--- src/rtl/dest_reg_reader_if.sv ---
// Bus bundle for dest_reg_reader: command, register-file port and output stream.
// The slave modport is the reader itself; master is whatever surrounds it.
interface dest_reg_reader_if #(
    parameter int I_WIDTH = 4,
    parameter int D_WIDTH = 16
);
    logic               start;
    logic [I_WIDTH-1:0] base_idx;
    logic [I_WIDTH:0]   count;
    logic               busy;
    logic               done;

    logic [I_WIDTH-1:0] idx_out;
    logic               r_en_out;
    logic               w_en_out;
    logic [D_WIDTH-1:0] wr_data_out;
    logic [D_WIDTH-1:0] rd_data_in;

    logic [D_WIDTH-1:0] out_data;
    logic [I_WIDTH-1:0] out_index;
    logic               out_valid;
    logic               out_ready;
    logic               out_last;

    modport slave (
        input  start, base_idx, count, rd_data_in, out_ready,
        output busy, done, idx_out, r_en_out, w_en_out, wr_data_out,
               out_data, out_index, out_valid, out_last
    );

    modport master (
        output start, base_idx, count, rd_data_in, out_ready,
        input  busy, done, idx_out, r_en_out, w_en_out, wr_data_out,
               out_data, out_index, out_valid, out_last
    );
endinterface

--- src/rtl/dest_reg_reader.sv ---
// Drains a wrapping index range of the destination register file onto a valid/ready stream.
// Define DEST_READER_CLEAR_EN to zero each entry after its word is handed off.
module dest_reg_reader #(
    parameter int I_WIDTH = 4,
    parameter int D_WIDTH = 16
) (
    input logic              clk,
    input logic              rst,
    dest_reg_reader_if.slave bus
);
    typedef enum logic [2:0] {
        IDLE,
        RD,
        CAP,
`ifdef DEST_READER_CLEAR_EN
        VALID,
        CLR
`else
        VALID
`endif
    } state_t;

    state_t             state;
    logic [I_WIDTH-1:0] cur_idx;
    logic [I_WIDTH:0]   remaining;

    logic               busy_r;
    logic               done_r;
    logic [I_WIDTH-1:0] idx_r;
    logic               r_en_r;
    logic               w_en_r;
    logic [D_WIDTH-1:0] data_r;
    logic [I_WIDTH-1:0] index_r;
    logic               valid_r;
    logic               last_r;

    logic               last_word;
    logic [I_WIDTH-1:0] next_idx;

    assign last_word = (remaining == (I_WIDTH + 1)'(1));
    assign next_idx  = cur_idx + 1'b1;

    // Every output is a register; done, r_en and w_en default low so they only pulse.
    always_ff @(posedge clk) begin
        if (rst) begin
            state     <= IDLE;
            cur_idx   <= '0;
            remaining <= '0;
            busy_r    <= 1'b0;
            done_r    <= 1'b0;
            idx_r     <= '0;
            r_en_r    <= 1'b0;
            w_en_r    <= 1'b0;
            data_r    <= '0;
            index_r   <= '0;
            valid_r   <= 1'b0;
            last_r    <= 1'b0;
        end else begin
            done_r <= 1'b0;
            r_en_r <= 1'b0;
            w_en_r <= 1'b0;
            case (state)
                IDLE: begin
                    if (bus.start) begin
                        if (bus.count == '0) begin
                            done_r <= 1'b1;
                        end else begin
                            cur_idx   <= bus.base_idx;
                            idx_r     <= bus.base_idx;
                            remaining <= bus.count;
                            busy_r    <= 1'b1;
                            r_en_r    <= 1'b1;
                            state     <= RD;
                        end
                    end
                end
                RD: begin
                    state <= CAP;
                end
                // The register file only drives real data the cycle after a read.
                CAP: begin
                    data_r  <= bus.rd_data_in;
                    index_r <= cur_idx;
                    last_r  <= last_word;
                    valid_r <= 1'b1;
                    state   <= VALID;
                end
                VALID: begin
                    if (bus.out_ready) begin
                        valid_r <= 1'b0;
`ifdef DEST_READER_CLEAR_EN
                        idx_r  <= index_r;
                        w_en_r <= 1'b1;
                        state  <= CLR;
`else
                        remaining <= remaining - 1'b1;
                        if (last_word) begin
                            busy_r <= 1'b0;
                            done_r <= 1'b1;
                            state  <= IDLE;
                        end else begin
                            cur_idx <= next_idx;
                            idx_r   <= next_idx;
                            r_en_r  <= 1'b1;
                            state   <= RD;
                        end
`endif
                    end
                end
`ifdef DEST_READER_CLEAR_EN
                CLR: begin
                    remaining <= remaining - 1'b1;
                    if (last_word) begin
                        busy_r <= 1'b0;
                        done_r <= 1'b1;
                        state  <= IDLE;
                    end else begin
                        cur_idx <= next_idx;
                        idx_r   <= next_idx;
                        r_en_r  <= 1'b1;
                        state   <= RD;
                    end
                end
`endif
                default: begin
                    state <= IDLE;
                end
            endcase
        end
    end

    assign bus.busy        = busy_r;
    assign bus.done        = done_r;
    assign bus.idx_out     = idx_r;
    assign bus.r_en_out    = r_en_r;
    assign bus.w_en_out    = w_en_r;
    assign bus.wr_data_out = '0;
    assign bus.out_data    = data_r;
    assign bus.out_index   = index_r;
    assign bus.out_valid   = valid_r;
    assign bus.out_last    = last_r;

    // The register file port must never see a read and a write together.
    r_w_exclusive: assert property (@(posedge clk) disable iff (rst)
        !(r_en_r && w_en_r));

    hold_while_stalled: assert property (@(posedge clk) disable iff (rst)
        (valid_r && !bus.out_ready) |=>
            (valid_r && $stable(data_r) && $stable(index_r) && $stable(last_r)));
endmodule

--- src/flat_wrapper.sv ---
// flat-port wrapper written by rule: the top's interface ports become plain ports
module dest_reg_reader_flat 
#(
    parameter int I_WIDTH = 4,
    parameter int D_WIDTH = 16
)
  (clk, rst, bus_start, bus_base_idx, bus_count, bus_rd_data_in, bus_out_ready, bus_busy, bus_done, bus_idx_out, bus_r_en_out, bus_w_en_out, bus_wr_data_out, bus_out_data, bus_out_index, bus_out_valid, bus_out_last);
  dest_reg_reader_if #(.I_WIDTH(I_WIDTH), .D_WIDTH(D_WIDTH)) bus_i ();
  input logic clk;
  input logic rst;
  input wire logic [$bits(bus_i.start)-1:0] bus_start;
  input wire logic [$bits(bus_i.base_idx)-1:0] bus_base_idx;
  input wire logic [$bits(bus_i.count)-1:0] bus_count;
  input wire logic [$bits(bus_i.rd_data_in)-1:0] bus_rd_data_in;
  input wire logic [$bits(bus_i.out_ready)-1:0] bus_out_ready;
  output wire logic [$bits(bus_i.busy)-1:0] bus_busy;
  output wire logic [$bits(bus_i.done)-1:0] bus_done;
  output wire logic [$bits(bus_i.idx_out)-1:0] bus_idx_out;
  output wire logic [$bits(bus_i.r_en_out)-1:0] bus_r_en_out;
  output wire logic [$bits(bus_i.w_en_out)-1:0] bus_w_en_out;
  output wire logic [$bits(bus_i.wr_data_out)-1:0] bus_wr_data_out;
  output wire logic [$bits(bus_i.out_data)-1:0] bus_out_data;
  output wire logic [$bits(bus_i.out_index)-1:0] bus_out_index;
  output wire logic [$bits(bus_i.out_valid)-1:0] bus_out_valid;
  output wire logic [$bits(bus_i.out_last)-1:0] bus_out_last;
  assign bus_i.start = bus_start;
  assign bus_i.base_idx = bus_base_idx;
  assign bus_i.count = bus_count;
  assign bus_i.rd_data_in = bus_rd_data_in;
  assign bus_i.out_ready = bus_out_ready;
  assign bus_busy = bus_i.busy;
  assign bus_done = bus_i.done;
  assign bus_idx_out = bus_i.idx_out;
  assign bus_r_en_out = bus_i.r_en_out;
  assign bus_w_en_out = bus_i.w_en_out;
  assign bus_wr_data_out = bus_i.wr_data_out;
  assign bus_out_data = bus_i.out_data;
  assign bus_out_index = bus_i.out_index;
  assign bus_out_valid = bus_i.out_valid;
  assign bus_out_last = bus_i.out_last;
  dest_reg_reader #(.I_WIDTH(I_WIDTH), .D_WIDTH(D_WIDTH)) u_core (.clk(clk), .rst(rst), .bus(bus_i));
endmodule
--- config.mk ---
export PLATFORM = sky130hd
export DESIGN_NAME = dest_reg_reader_flat
export DESIGN_NICKNAME = d
export VERILOG_FILES = /design/src/rtl/dest_reg_reader_if.sv /design/src/rtl/dest_reg_reader.sv /design/src/flat_wrapper.sv
export SDC_FILE = /design/constraint.sdc
export NUM_CORES = 1
export LEC_CHECK = 0
export ABC_AREA = 1
export CORE_ASPECT_RATIO = 1.25
export CORE_MARGIN = 1.5
export CORE_UTILIZATION = 39
export DETAILED_ROUTE_END_ITERATION = 6
export PLACE_DENSITY = 0.81
export SYNTH_ARGS = -nofsm -noshare
export SYNTH_HDL_FRONTEND = slang
export SYNTH_SLANG_ARGS = --single-unit
--- constraint.sdc ---
create_clock -name clk -period 1.4 [get_ports clk]
set_clock_uncertainty 0.2 [all_clocks]
set_input_delay 0.21 -clock clk [delete_from_list [all_inputs] [get_ports clk]]
set_output_delay 0.21 -clock clk [all_outputs]
set_load 0.05 [all_outputs]
==> metrics.cfg <==
[drt]
drtIter0Drc=72
drc=0
dr_total_vias=1935
ant_nets=0
viasPerCell=4.81
wl_mm=5.75
wl_per_cell_um=14.3
firstDrtPassIters=6

[floorplanning]
top_level_ports=75
die_width_um=64.7
start_util=0.413
row_count=27
die_y_um=80.1
core-area_um2=4490
die-area_um2=5180

[synthesis]
synth_xor_xnor_area_share=0
synth_compound_area_frac=0.105
synthAdderAreaFrac=0.0405
synthSimpleGateAreaFrac=0.326
ys_types=32
yosysWarnings=0
avgSynthCellArea_um2=7.30
ys_seq_elements=36
netlist_instances=254
syn_area_um2=1850
seq_area_frac_synth=0.389
synth_top_family_by_area=simple AND/OR/NAND/NOR gates
synthMuxAreaShare=0.00540

[power]
finalPower_mw=8.24
ir_drop_uv=1130
p_per_area_nw_per_um2=2460
p_leak_nw=1.46

[setup_path]
max_stage_delay_ps=370
worstPathRequired_ps=1410
cp_cell_sequence=inv_4 -> buf_4 -> ha_4 -> inv_6 -> buf_12 -> nand3_1 -> nand3_1 -> a21oi_2
worst_r2r_path_depth=8
criticalPathCategory=reg -> reg
r2r_setup_slack_ps=-190
cp.arrival_ps=1600
r2r_start=u_core.state[0]
critPathLaunchType=flop
crit_path_frequent_cell=nand3_1
r2r_end=u_core.state[0]
critPathCaptureType=flop
worst-path-max-fanout=5
critPathSlowestCell=dfxtp_4

[placement]
port_buffers=57
pre_cts_ws_ps=-347
hpwlAfterDp_mm=3.62
dpl-instance-area_um2=2920
gp_congestion=0.844
post-place-cells=385

[clocking]
cts_hold_buffers=0
clock-root-buffer=clkbuf_8
clock_latency_ps=290
clock-sinks=36
clkTransAtPathRegs_ps=80
cts_tree=yes
htreeDepth=2
cts_inserted_buffers=5
clockBufferDepth=2

[global_route]
grt_pass1_vias=1780
grt_usage=0.193
grt_max_degree=21
grt_antenna_before_repair=0
grt_overflow=0
grt_pass1_wl_mm=7.83

[worst_hold_path]
hp-start=bus_rd_data_in[3]
min_path_cells=3
hold_class=in -> reg
min_to=u_core.bus.out_data[3]

[cells_and_area]
drive_gt1_frac=0.390
syn_to_final_growth_pct=81.0
fin_nets=378
final_util=0.747
postLayoutCellArea_um2=3360
instances_no_fill=402
n_antenna_cell=0

[timing]
fmax_mhz=627
layout_setup_ws_ps=-195
period_share=1.14
hold_viol=0
setup_tns_ps=-2520
holdWs_ps=311
finalCriticalPeriod_ps=1590
finalMaxSlewViolations=0
rsz0062_at_grt=true
setup_viol=32

[run]
maxCapViolCount=0

[run_status]
outcome=finished with violations
violations=negative setup slack

==> critical path: cells and delay by family, from the launching register on <==
kind                     cells  cell delay (ps)
AND/OR/NAND/NOR              2              190
adder cells (fa/ha/maj)      1              210
flip-flops                   1              370
buffers and inverters        4              360
AO/OA/AOI/OAI                1              170
==> how the worst max path moves through the flow <==
stage	start	to	slack, ps
finish	u_core.state[0]	u_core.state[0]	-190
global route	u_core.state[0]	u_core.state[0]	-230
CTS	u_core.state[0]	u_core.cur_idx[1]	-100
detailed placement	bus_count[2]	u_core.cur_idx[1]	-350
global placement	bus_count[2]	u_core.cur_idx[1]	-310
floorplan	u_core.state[1]	u_core.cur_idx[1]	-80
==> where the power goes <==
part           switching [mW]  internal (mW)
clock                   0.399          0.347
combinational            2.97           2.62
sequential              0.444           1.46
total                    3.82           4.42
==> layout by cell type (no fill, tap or decap), types with 3 or more instances in the layout <==
cell type and count:
nor2_1 43, nand2_1 39, buf_12 32, dfxtp_1 30, clkdlybuf4s50_1 28, buf_4 25, conb_1 17, o21ai_0 14
nor2_2 12, nand3_1 12, inv_1 10, nor2_4 10, o21ai_1 7, o21ai_2 7, ha_4 5, clkbuf_8 5
inv_4 4, buf_6 4, dfxtp_4 4, nand2_4 3, nand4_1 3, a21oi_1 3
==> cell type report <==
type                    instances  area, µm²
flip-flops and latches         36        738
repair buffers                 92       1230
fillers                       297       1140
clock buffers                   5       68.8
multi-input cells             191       1150
clock inverters                 3       18.8
well taps                      58       72.6
inverters                      17       78.8
==> state kept, by name, indices dropped and copies added, names as in the netlist <==
signal	flops
u_core.bus.busy	1
u_core.bus.done	1
u_core.bus.out_data	16
u_core.bus.out_index	4
u_core.bus.out_last	1
u_core.bus.out_valid	1
u_core.bus.r_en_out	1
u_core.cur_idx	4
u_core.remaining	5
u_core.state	2
==> timing repair <==
action                                  4_1_cts  5_1_grt
cloned                                        1        3
hold endpoints to repair                      0        0
resized for setup                            32       43
pin swaps                                     5        9
endpoints found under the setup margin       35       36
buffers inserted                              2        3
==> per-layer routing <==
layer	up-vias	wire length [µm]	track usage
li1	951	-	-
met1	902	2130	0.195
met2	74	3230	0.389
met3	8	296	0.0392
met4	0	92	0.0553
met5	-	0	0
==> kinds of logic (layout without fill, tap and decap cells) <==
logic type | after synthesis | after routing
mux | 1 | 1
buf+inv | 43 | 117
compound gates | 37 | 37
simple gates | 130 | 130
other cells | 1 | 17
flops | 36 | 36
fa+ha+maj | 6 | 6
==> cell usage after synthesis <==
cell | n | area, µm²
a211oi_1 | 1 | 7.51
a21oi_1 | 5 | 25.0
buf_1 | 1 | 3.75
buf_2 | 2 | 10.0
buf_4 | 17 | 128
buf_6 | 2 | 22.5
clkbuf_1 | 4 | 15.0
conb_1 | 1 | 3.75
dfxtp_1 | 36 | 721
ha_1 | 6 | 75.1
inv_1 | 14 | 52.6
inv_2 | 2 | 7.51
inv_4 | 1 | 6.26
mux2i_1 | 1 | 10.0
nand2_1 | 40 | 150
nand2_2 | 1 | 6.26
nand2_4 | 3 | 33.8
nand3_1 | 12 | 60.1
nand3_2 | 1 | 10.0
nand3_4 | 1 | 17.5
nand4_1 | 3 | 18.8
nand4_2 | 1 | 12.5
nor2_1 | 59 | 221
nor2_2 | 5 | 31.3
nor2_4 | 1 | 11.3
nor2_8 | 1 | 20.0
nor3_1 | 1 | 5.00
o21ai_0 | 28 | 140
o21ai_2 | 1 | 8.76
o21bai_1 | 1 | 7.51
o22ai_1 | 1 | 6.26
or2_2 | 1 | 6.26
Note: power is estimated with default switching activity, not from simulation.
